$ cat src/rtl/player_status_pkg.sv
// Shared types and constants for the player-status bookkeeping stage.
package burger_pkg;

  typedef enum logic [2:0] {
    IDLE,
    ALIVE,
    DYING,
    INVULN,
    DEAD
  } status_state_t;

  localparam logic [15:0] SCORE_MAX = 16'hFFFF;

  typedef logic [15:0] piece_mask_t;

endpackage

$ cat src/rtl/player_status_if.sv
// Signal bundle between the sprite/controller side and the player-status stage.
interface player_status_if;

  logic       game_idle;
  logic       game_start;
  logic       frame_tick;
  logic       enemy_hit;
  logic       piece_landed;
  logic [3:0] piece_id;

  logic        lives;
  logic [1:0]  lives_count;
  logic        burger_done;
  logic        player_freeze;
  logic        invulnerable;
  logic [15:0] score;

  modport master (
    output game_idle, game_start, frame_tick, enemy_hit, piece_landed, piece_id,
    input  lives, lives_count, burger_done, player_freeze, invulnerable, score
  );

  modport slave (
    input  game_idle, game_start, frame_tick, enemy_hit, piece_landed, piece_id,
    output lives, lives_count, burger_done, player_freeze, invulnerable, score
  );

endinterface

$ cat src/rtl/player_status_frame_timer.sv
// 8-bit frame countdown; zero_o pulses on the tick that takes the count from 1 to 0.
module frame_timer (
  input  logic       clock,
  input  logic       reset_n,
  input  logic       clear_i,
  input  logic       load_i,
  input  logic [7:0] load_val_i,
  input  logic       tick_i,
  output logic       zero_o
);

  logic [7:0] count_q, count_d;

  always_comb begin
    count_d = count_q;
    if (clear_i)
      count_d = '0;
    else if (load_i)
      count_d = load_val_i;
    else if (tick_i && (count_q != 8'd0))
      count_d = count_q - 8'd1;
  end

  // Kept independent of load_i so the owner can reload on this same pulse.
  assign zero_o = tick_i && (count_q == 8'd1);

  always_ff @(posedge clock or negedge reset_n) begin
    if (!reset_n)
      count_q <= '0;
    else
      count_q <= count_d;
  end

endmodule

$ cat src/rtl/player_status.sv
// Per-round lives, death/respawn sequencing, landed-piece mask and score.
module player_status
  import burger_pkg::*;
#(
  parameter int unsigned START_LIVES   = 3,
  parameter int unsigned NUM_PIECES    = 16,
  parameter int unsigned DEATH_FRAMES  = 60,
  parameter int unsigned INVULN_FRAMES = 120,
  parameter int unsigned PIECE_POINTS  = 50
) (
  input  logic             clock,
  input  logic             reset_n,
  player_status_if.slave   bus
);

  localparam logic [1:0]  LIVES_INIT  = 2'(START_LIVES);
  localparam logic [4:0]  PIECES_LIM  = 5'(NUM_PIECES);
  localparam logic [15:0] POINTS      = 16'(PIECE_POINTS);
  localparam piece_mask_t VALID_MASK  = piece_mask_t'((33'h1 << NUM_PIECES) - 33'h1);

  function automatic logic [15:0] sat_add(input logic [15:0] a, input logic [15:0] b);
    logic [16:0] sum;
    sum = {1'b0, a} + {1'b0, b};
    return sum[16] ? SCORE_MAX : sum[15:0];
  endfunction

  status_state_t state_q, state_d;
  logic [1:0]    lives_count_q, lives_count_d;
  piece_mask_t   mask_q, mask_d;
  logic [15:0]   score_q, score_d;
  logic          done_q, done_d;
  logic          lives_q, lives_d;
  logic          freeze_q, freeze_d;
  logic          invuln_q, invuln_d;

  logic       in_round, land_ok, first_land, hit_ok;
  logic       timer_clear, timer_load, timer_run, timer_zero;
  logic [7:0] timer_val;

  assign in_round   = (state_q == ALIVE) || (state_q == DYING) || (state_q == INVULN);
  assign land_ok    = bus.piece_landed && bus.game_start && in_round &&
                      ({1'b0, bus.piece_id} < PIECES_LIM);
  assign first_land = land_ok && !mask_q[bus.piece_id];

  always_comb begin
    mask_d  = mask_q;
    score_d = score_q;
    if (bus.game_idle) begin
      mask_d  = '0;
      score_d = '0;
    end else begin
      if (land_ok)
        mask_d[bus.piece_id] = 1'b1;
      if (first_land)
        score_d = sat_add(score_q, POINTS);
    end
  end

  assign done_d = &(mask_d | ~VALID_MASK);

  // A hit in the same cycle as the completing landing loses to the landing.
  assign hit_ok = (state_q == ALIVE) && bus.enemy_hit && !bus.game_idle && !done_d;

  always_comb begin
    lives_count_d = lives_count_q;
    if (bus.game_idle)
      lives_count_d = LIVES_INIT;
    else if (hit_ok)
      lives_count_d = lives_count_q - 2'd1;
  end

  assign timer_clear = bus.game_idle || (state_q == IDLE);
  assign timer_run   = bus.frame_tick && ((state_q == DYING) || (state_q == INVULN));
  assign timer_load  = hit_ok || ((state_q == DYING) && timer_zero && (lives_count_q != 2'd0));
  assign timer_val   = hit_ok ? 8'(DEATH_FRAMES) : 8'(INVULN_FRAMES);

  frame_timer u_timer (
    .clock      (clock),
    .reset_n    (reset_n),
    .clear_i    (timer_clear),
    .load_i     (timer_load),
    .load_val_i (timer_val),
    .tick_i     (timer_run),
    .zero_o     (timer_zero)
  );

  always_ff @(posedge clock or negedge reset_n) begin
    if (!reset_n)
      state_q <= IDLE;
    else
      state_q <= state_d;
  end

  always_comb begin
    state_d = state_q;
    if (bus.game_idle) begin
      state_d = IDLE;
    end else begin
      case (state_q)
        IDLE:    if (bus.game_start) state_d = ALIVE;
        ALIVE:   if (hit_ok)         state_d = DYING;
        DYING:   if (timer_zero)     state_d = (lives_count_q == 2'd0) ? DEAD : INVULN;
        INVULN:  if (timer_zero)     state_d = ALIVE;
        DEAD:    state_d = DEAD;
        default: state_d = IDLE;
      endcase
    end
  end

  // Status levels are decoded from the next state so they register alongside it.
  always_comb begin
    lives_d  = (state_d != DEAD);
    freeze_d = (state_d == DYING);
    invuln_d = (state_d == INVULN);
  end

  always_ff @(posedge clock or negedge reset_n) begin
    if (!reset_n) begin
      lives_count_q <= LIVES_INIT;
      mask_q        <= '0;
      score_q       <= '0;
      done_q        <= 1'b0;
      lives_q       <= 1'b1;
      freeze_q      <= 1'b0;
      invuln_q      <= 1'b0;
    end else begin
      lives_count_q <= lives_count_d;
      mask_q        <= mask_d;
      score_q       <= score_d;
      done_q        <= done_d;
      lives_q       <= lives_d;
      freeze_q      <= freeze_d;
      invuln_q      <= invuln_d;
    end
  end

  assign bus.lives         = lives_q;
  assign bus.lives_count   = lives_count_q;
  assign bus.burger_done   = done_q;
  assign bus.player_freeze = freeze_q;
  assign bus.invulnerable  = invuln_q;
  assign bus.score         = score_q;

endmodule

$ cat src/flat_wrapper.sv
// flat-port wrapper written by rule: the top's interface ports become plain ports
module player_status_flat import burger_pkg::*;
#(
  parameter int unsigned START_LIVES   = 3,
  parameter int unsigned NUM_PIECES    = 16,
  parameter int unsigned DEATH_FRAMES  = 60,
  parameter int unsigned INVULN_FRAMES = 120,
  parameter int unsigned PIECE_POINTS  = 50
)
  (clock, reset_n, bus_game_idle, bus_game_start, bus_frame_tick, bus_enemy_hit, bus_piece_landed, bus_piece_id, bus_lives, bus_lives_count, bus_burger_done, bus_player_freeze, bus_invulnerable, bus_score);
  player_status_if bus_i ();
  input  logic clock;
  input  logic reset_n;
  input wire logic [$bits(bus_i.game_idle)-1:0] bus_game_idle;
  input wire logic [$bits(bus_i.game_start)-1:0] bus_game_start;
  input wire logic [$bits(bus_i.frame_tick)-1:0] bus_frame_tick;
  input wire logic [$bits(bus_i.enemy_hit)-1:0] bus_enemy_hit;
  input wire logic [$bits(bus_i.piece_landed)-1:0] bus_piece_landed;
  input wire logic [$bits(bus_i.piece_id)-1:0] bus_piece_id;
  output wire logic [$bits(bus_i.lives)-1:0] bus_lives;
  output wire logic [$bits(bus_i.lives_count)-1:0] bus_lives_count;
  output wire logic [$bits(bus_i.burger_done)-1:0] bus_burger_done;
  output wire logic [$bits(bus_i.player_freeze)-1:0] bus_player_freeze;
  output wire logic [$bits(bus_i.invulnerable)-1:0] bus_invulnerable;
  output wire logic [$bits(bus_i.score)-1:0] bus_score;
  assign bus_i.game_idle = bus_game_idle;
  assign bus_i.game_start = bus_game_start;
  assign bus_i.frame_tick = bus_frame_tick;
  assign bus_i.enemy_hit = bus_enemy_hit;
  assign bus_i.piece_landed = bus_piece_landed;
  assign bus_i.piece_id = bus_piece_id;
  assign bus_lives = bus_i.lives;
  assign bus_lives_count = bus_i.lives_count;
  assign bus_burger_done = bus_i.burger_done;
  assign bus_player_freeze = bus_i.player_freeze;
  assign bus_invulnerable = bus_i.invulnerable;
  assign bus_score = bus_i.score;
  player_status #(.START_LIVES(START_LIVES), .NUM_PIECES(NUM_PIECES), .DEATH_FRAMES(DEATH_FRAMES), .INVULN_FRAMES(INVULN_FRAMES), .PIECE_POINTS(PIECE_POINTS)) u_core (.clock(clock), .reset_n(reset_n), .bus(bus_i));
endmodule
$ cat config.mk
export PLATFORM = sky130hd
export DESIGN_NAME = player_status_flat
export DESIGN_NICKNAME = d
export VERILOG_FILES = /design/src/rtl/player_status_pkg.sv /design/src/rtl/player_status_if.sv /design/src/rtl/player_status_frame_timer.sv /design/src/rtl/player_status.sv /design/src/flat_wrapper.sv
export SDC_FILE = /design/constraint.sdc
export NUM_CORES = 1
export LEC_CHECK = 0
export CAP_MARGIN = 10
export CORE_AREA = 2 2 73 75
export DETAILED_ROUTE_END_ITERATION = 6
export DIE_AREA = 0 0 75 77
export GPL_ROUTABILITY_DRIVEN = 0
export PLACE_DENSITY = 0.74
export SYNTH_ARGS = -nofsm -noshare
export SYNTH_HDL_FRONTEND = slang
export SYNTH_SLANG_ARGS = --single-unit
$ cat constraint.sdc
create_clock -name clock -period 2.42 [get_ports clock]
set_input_delay 0.363 -clock clock [delete_from_list [all_inputs] [get_ports clock]]
set_output_delay 0.363 -clock clock [all_outputs]
set_load 0.01 [all_outputs]
# Word level (Yosys, flattened, before mapping)
# Cells that the tools add are included.
# Widths: inputs -> output; s select.
[totals]
reg_bits = 49
latchBits = 0
mem_bits_rw = 0
rom_bits = 0
in_bits = 11
memories = 0
[op_classes]
addsub = 3
n_mul = 0
div = 0
magnitude_cmp = 2
n_eq_ne = 8
shift = 0
mux = 22
bitwise_logic = 1
reduce_logical = 28
[ops]
columns = ["operator", "n"]
rows = [
  ["$mux 16", 5],
  ["$mux 8", 3],
  ["$mux 3", 6],
  ["$add 16x6->17 const B", 1],
  ["$or 16x16->16", 1],
  ["$reduce_and 16->1", 1],
  ["$pmux 3 s5", 1],
  ["$eq 3x2->1 const B", 4],
  ["$logic_and 1x1->1", 12],
  ["$eq 8x1->1 const B", 1],
  ["$reduce_bool 8->1", 1],
  ["$sub 8x1->8 const B", 1],
  ["$mux 7", 1],
  ["$reduce_bool 2->1", 3],
  ["$logic_or 1x1->1", 5],
  ["$lt 4x5->1 const B", 1],
  ["$bmux 1 s4", 1],
  ["$demux 1 s4", 1],
  ["$ge 4x1->1 const B", 1],
  ["$mux 2", 2],
  ["$eq 3x1->1 const B", 1],
  ["$eq 3x3->1 const B", 1],
  ["$logic_not 1->1", 3],
  ["$logic_not 3->1", 1],
  ["other kinds (5)", 6],
]

# Logic depth before layout (Yosys ltp)
[depth]
depth_word = 14
mapped_depth = 10
depth_no_buf = 7

# By module
# A second synthesis with hierarchy kept.
[unflattened]
cells_unflattened = 308
hier_area_um2 = 2975.4
[by_module_without_submodules]
columns = ["module", "n_inst", "cells_each", "area_each_um2", "seq_area_each_um2"]
rows = [
  ["player_status", 1, 239, 2371.0, 1029.7],
  ["frame_timer", 1, 69, 604.3, 200.2],
]

# Worst setup path after synthesis
# Ideal clock, no wire load.
[synth_timing]
path_type = "input to register"
from = "input port bus_piece_id[0]"
to = "register u_core.score_q[8], in the netlist u_core.bus.score[8]"
arrival_time_ps = 1973
path_slack_ps = 310
cell_stages = 8
n_path_buf = 1
cell_sequence = "buf_4 -> mux4_2 -> mux2i_1 -> a22o_2 -> a21boi_4 -> and3_1 -> xnor2_1 -> o21ai_2"
[synth_between]
elab_chain_len = 5
[synth_lines]
columns = ["element", "line_no", "rtl"]
rows = [
  ["from (decl)", "flat_wrapper.sv:19", "input wire logic [$bits(bus_i.piece_id)-1:0] bus_piece_id;"],
  ["$bmux 1 s4", "player_status.sv:43", "assign first_land = land_ok && !mask_q[bus.piece_id];"],
  ["$mux 1 (implied by the code)", "player_status.sv:43", ""],
  ["$logic_not 1->1", "player_status.sv:43", ""],
  ["$logic_and 1x1->1", "player_status.sv:43", ""],
  ["$reduce_bool 2->1 (no line)", "--", ""],
  ["to (signal assigned)", "player_status.sv:129", "score_q <= score_d;"],
  ["to (decl)", "player_status.sv:30", "logic [15:0] score_q, score_d;"],
]
# No other way between the ends. The select of a mux whose other input is x is not followed.
# A chain may end at the register's enable or synchronous reset.

# Worst setup path after layout
[layout_timing]
from = "input port bus_game_start"
to = "register u_core.state_q[0]"
[layout_between]
elab_chain_len = 10
word_cells_on_any_way = 11
classes_between = "mux: 6; reduce/logical: 5"
[layout_lines]
columns = ["element", "line_no", "rtl"]
rows = [
  ["from (decl)", "flat_wrapper.sv:15", "input wire logic [$bits(bus_i.game_start)-1:0] bus_game_start;"],
  ["$logic_and 1x1->1 (2 in series)", "player_status.sv:41", "assign land_ok = bus.piece_landed && bus.game_start && in_round &&"],
  ["$mux 16", "player_status.sv:52", "if (land_ok)"],
  ["$mux 16", "player_status.sv:48", "if (bus.game_idle) begin"],
  ["$reduce_and 16->1", "player_status.sv:59", "assign done_d = &(mask_d | ~VALID_MASK);"],
  ["via u_core.done_d", "player_status.sv:31", "logic done_q, done_d;"],
  ["$logic_not 1->1", "player_status.sv:62", "assign hit_ok = (state_q == ALIVE) && bus.enemy_hit && !bus.game_idle && !done_d;"],
  ["$logic_and 1x1->1", "player_status.sv:62", ""],
  ["$mux 3", "player_status.sv:101", "ALIVE: if (hit_ok) state_d = DYING;"],
  ["$pmux 3 s5", "player_status.sv:99", "case (state_q)"],
  ["$mux 3", "player_status.sv:96", "if (bus.game_idle) begin"],
  ["via u_core.state_d[0]", "player_status.sv:27", "status_state_t state_q, state_d;"],
  ["to (signal assigned)", "player_status.sv:91", "state_q <= state_d;"],
  ["to (decl)", "player_status.sv:27", ""],
]
# The timed path passes the listed nets, and every way through them passes these cells.

==> impl_results.md <==
- Crit path kind: in2reg
- Unrepaired setup endpoints after global routing: false
- CTS Root Cell: clkbuf_8
- Synthesized Nets: 280
- Rel. slew slack: a little under half
- Worst-Margin Slew: 0.8060 ns
- Startpoint types: input port
- Syn avg cell area: between 10 and 15 sq um
- Boundary pin count: 33
- Final setup vio count: 0
- # rows: 26
- Worst-Skew Late Latency: 0.30 ns
- Setup TNS: 0 ns
- Clk sinks: 49
- Vias per cell: 5.533
- DR DRC count: 0
- CTS clk-pin slew, worst paths: 0.09 ns
- Fin nets: 340
- DR vias: 2191
- Layout cell share with drive strength beyond 1: 23.93%
- Max rail drop VDD: ~0.00037 V
- Clock tree buffer depth: 2
- Max FO, Critical Path: 6
- Final max-slew violation count: 0
- Cells after synthesis: 265
- Synth-to-Final Area Change: 27.63%
- First-pass DRT Iterations: 4
- Static Leak: 1.452 nW
- Synthesized cell area: 2663 sq um
- CP peak stage delay: 0.58 ns
- Worst path cell trace: clkdlybuf4s50_1 > buf_4 > nand4b_1 > nor3_1 > o21ai_0 > a22oi_1 > and4_2 > nor2_2 > a2111oi_2
- Ys async rst share: 100.0%
- Final WS setup: 0.09254 ns
- Die Width: 75 um
- Num CTS Buffers: 5
- Final Non-Filler Cells: 396
- Fin crit share: 96.18%
- Pin count of the biggest net entering global routing: 37
- DIE HEIGHT: 77 um
- Maximum clock frequency: 0.4297 GHz
- Postcts setup bufs: 0
- Initial antenna violation count: 0
- H-tree lvl count: 2
- Clock skew: 0.01199 ns
- ANT cells: 0
- Post-CTS Hold Fix Bufs: 0
- Register bit total from synthesis: 49
- CP arrival: 2.52 ns
- Number of max-cap violations: 0
- Starting Density: a little over half
- Vias in the first global route: 2207
- Fin. Hold Viols: 0
- Post-DP HPWL: between 4 and 5 mm
- Core footprint: 4977 sq um
- Crit. End Element: register
- Grt ovf: 0
- DR iter-0 viols: 99
- YS warnings: 0
- Final hold slack: 0.1443 ns
- Final Core Density: 68.28%
- Total die area: 5775 sq um
- Min-Delay Path Class: in2async
- Status: finished, final reports clean
- WP data required: 2.61 ns
- I/O Buffers: 32
- Drt wl/cell: ~15 um
- Overall Global Routing Usage: 22.86%
- EDFF count, synth: 0
- DRT antenna net count: 0
- Final wirelength: between 6 and 7 mm
- DP Worst Slack: -0.3104 ns
- Top FF cell, synth: dfrtp_1
- Final min period: 2.327 ns
- P per Cell Area: 482.7 nW/um^2
- CTS tree: done
- Cell count after placement: around 390
- First-pass GRT wire length: 10.25 mm
- CP max-delay cell: clkdlybuf4s50_1
- Yosys cell types: 50
- Seq/Total Area, Yosys: 46.19%
sequential cells by signal, indices dropped and copies added, names as in the netlist:
signal,cells
u_core.bus.lives_count,2
u_core.bus.burger_done,1
u_core.state_q,3
u_core.u_timer.count_q,8
u_core.bus.invulnerable,1
u_core.bus.score,16
u_core.bus.lives,1
u_core.bus.player_freeze,1
u_core.mask_q,16
cell usage after synthesis, types with 2 or more instances:
master / count / area (sq um)
dfrtp_1: 46 / 1151
nor2_1: 32 / 120.1
a21oi_1: 19 / 95.09
nand2_1: 16 / 60.06
o21ai_2: 10 / 87.58
a31oi_1: 9 / 56.30
inv_1: 9 / 33.78
nor3_1: 9 / 45.04
xnor2_1: 9 / 78.83
xor2_1: 9 / 78.83
nand4_1: 8 / 50.05
nand3_1: 7 / 35.03
o21ai_0: 7 / 35.03
buf_2: 5 / 25.02
mux2i_1: 5 / 50.05
buf_1: 4 / 15.01
ha_1: 4 / 50.05
mux4_2: 4 / 90.09
nor2b_1: 4 / 25.02
nor4_1: 4 / 25.02
and3_1: 3 / 18.77
dfstp_2: 3 / 78.83
nand4b_1: 3 / 26.28
nor3b_1: 3 / 22.52
a211oi_1: 2 / 15.01
a311oi_1: 2 / 17.52
a32o_1: 2 / 20.02
buf_4: 2 / 15.01
clkbuf_1: 2 / 7.510
mux2_2: 2 / 22.52
nor2_2: 2 / 12.51
what timing repair did:
action,CTS,global route
resized for setup,0,6
hold endpoints to repair,0,0
setup endpoints to repair,0,23
path summary, 6_finish.rpt:
check                                     startpoint                       to  slack (ns)  cells past startpoint
min in group clock               u_core.bus.score[0]      u_core.bus.score[0]        0.52                      2
max                                   bus_game_start        u_core.state_q[0]        0.09                      9
min                                          reset_n      u_core.bus.score[0]        0.14                      1
max reg2reg                u_core.u_timer.count_q[3]  u_core.bus.invulnerable        0.18                      5
max in group asynchronous                    reset_n         u_core.mask_q[9]        1.64                      2
min reg2reg                      u_core.bus.score[0]      u_core.bus.score[0]        0.52                      2
kinds of logic (layout without fill, tap and decap cells):
logic type	Yosys count	count (layout)	synth area share [%]
and+or+nand+nor	100	100	20.21
buffers and inverters	22	83	3.618
AOI/OAI and AO/OA	61	61	16.07
muxes	11	11	6.109
adders and majority gates	4	4	1.880
xor gates and xnor gates	18	18	5.921
DFF	49	49	46.19
where the power goes:
part	switching (mW)	total [mW]	internal, mW
combinational	0.106	0.192	0.0857
sequential	0.0143	0.847	0.833
clock	0.265	0.601	0.336
placed cells by master, fill, tap and decap left out, types with 3 or more instances in the layout:
master and count:
buf_4 34, inv_1 9, nand3_1 7, a21oi_1 19, o21ai_2 10, clkbuf_8 6
o21ai_0 7, nor4_1 3, nand2_1 16, ha_1 4, nor2_1 32, and3_1 3
mux4_2 4, clkdlybuf4s50_1 29, nand4b_1 3, nor2b_1 4, nor3b_1 3, nand4_1 8
a31oi_1 9, xor2_1 9, dfrtp_1 46, xnor2_1 9, mux2i_1 5, nor3_1 8
dfstp_2 3
worst max-delay path: cells and delay by family:
kind / cells / cell delay [ns]
AOI/OAI and AO/OA: 3 / 0.62
buffers and inverters: 2 / 0.74
and+or+nand+nor: 4 / 0.80
per-stage QoR:
stage	power (mW)	area, sq um
floorplan	0.9577	2663
global placement	1.049	3258
detailed placement	1.053	3258
CTS	1.653	3378
global route	1.710	3398
finish	1.640	3398
metal layers:
layer | vias to the layer above | share of wire (%) | GRT usage (%)
met2 | 47 | 49 | 36.49
met5 | - | 0 | 0
met4 | 0 | 1.1 | 6.429
li1 | 1078 | - | -
met3 | 9 | 2.9 | 4.205
met1 | 1057 | 47 | 31.63
final cells by class:
cell class / instances / area [sq um]
fill: 380 / 1579
clock inverter: 2 / 37.54
sequential: 49 / 1230
multi-input combinational: 194 / 1351
clock buffer: 6 / 82.58
inverter: 9 / 33.78
timing repair buffer: 66 / 575.6
tap: 70 / 87.58
Power figures use the tool's default switching activity.
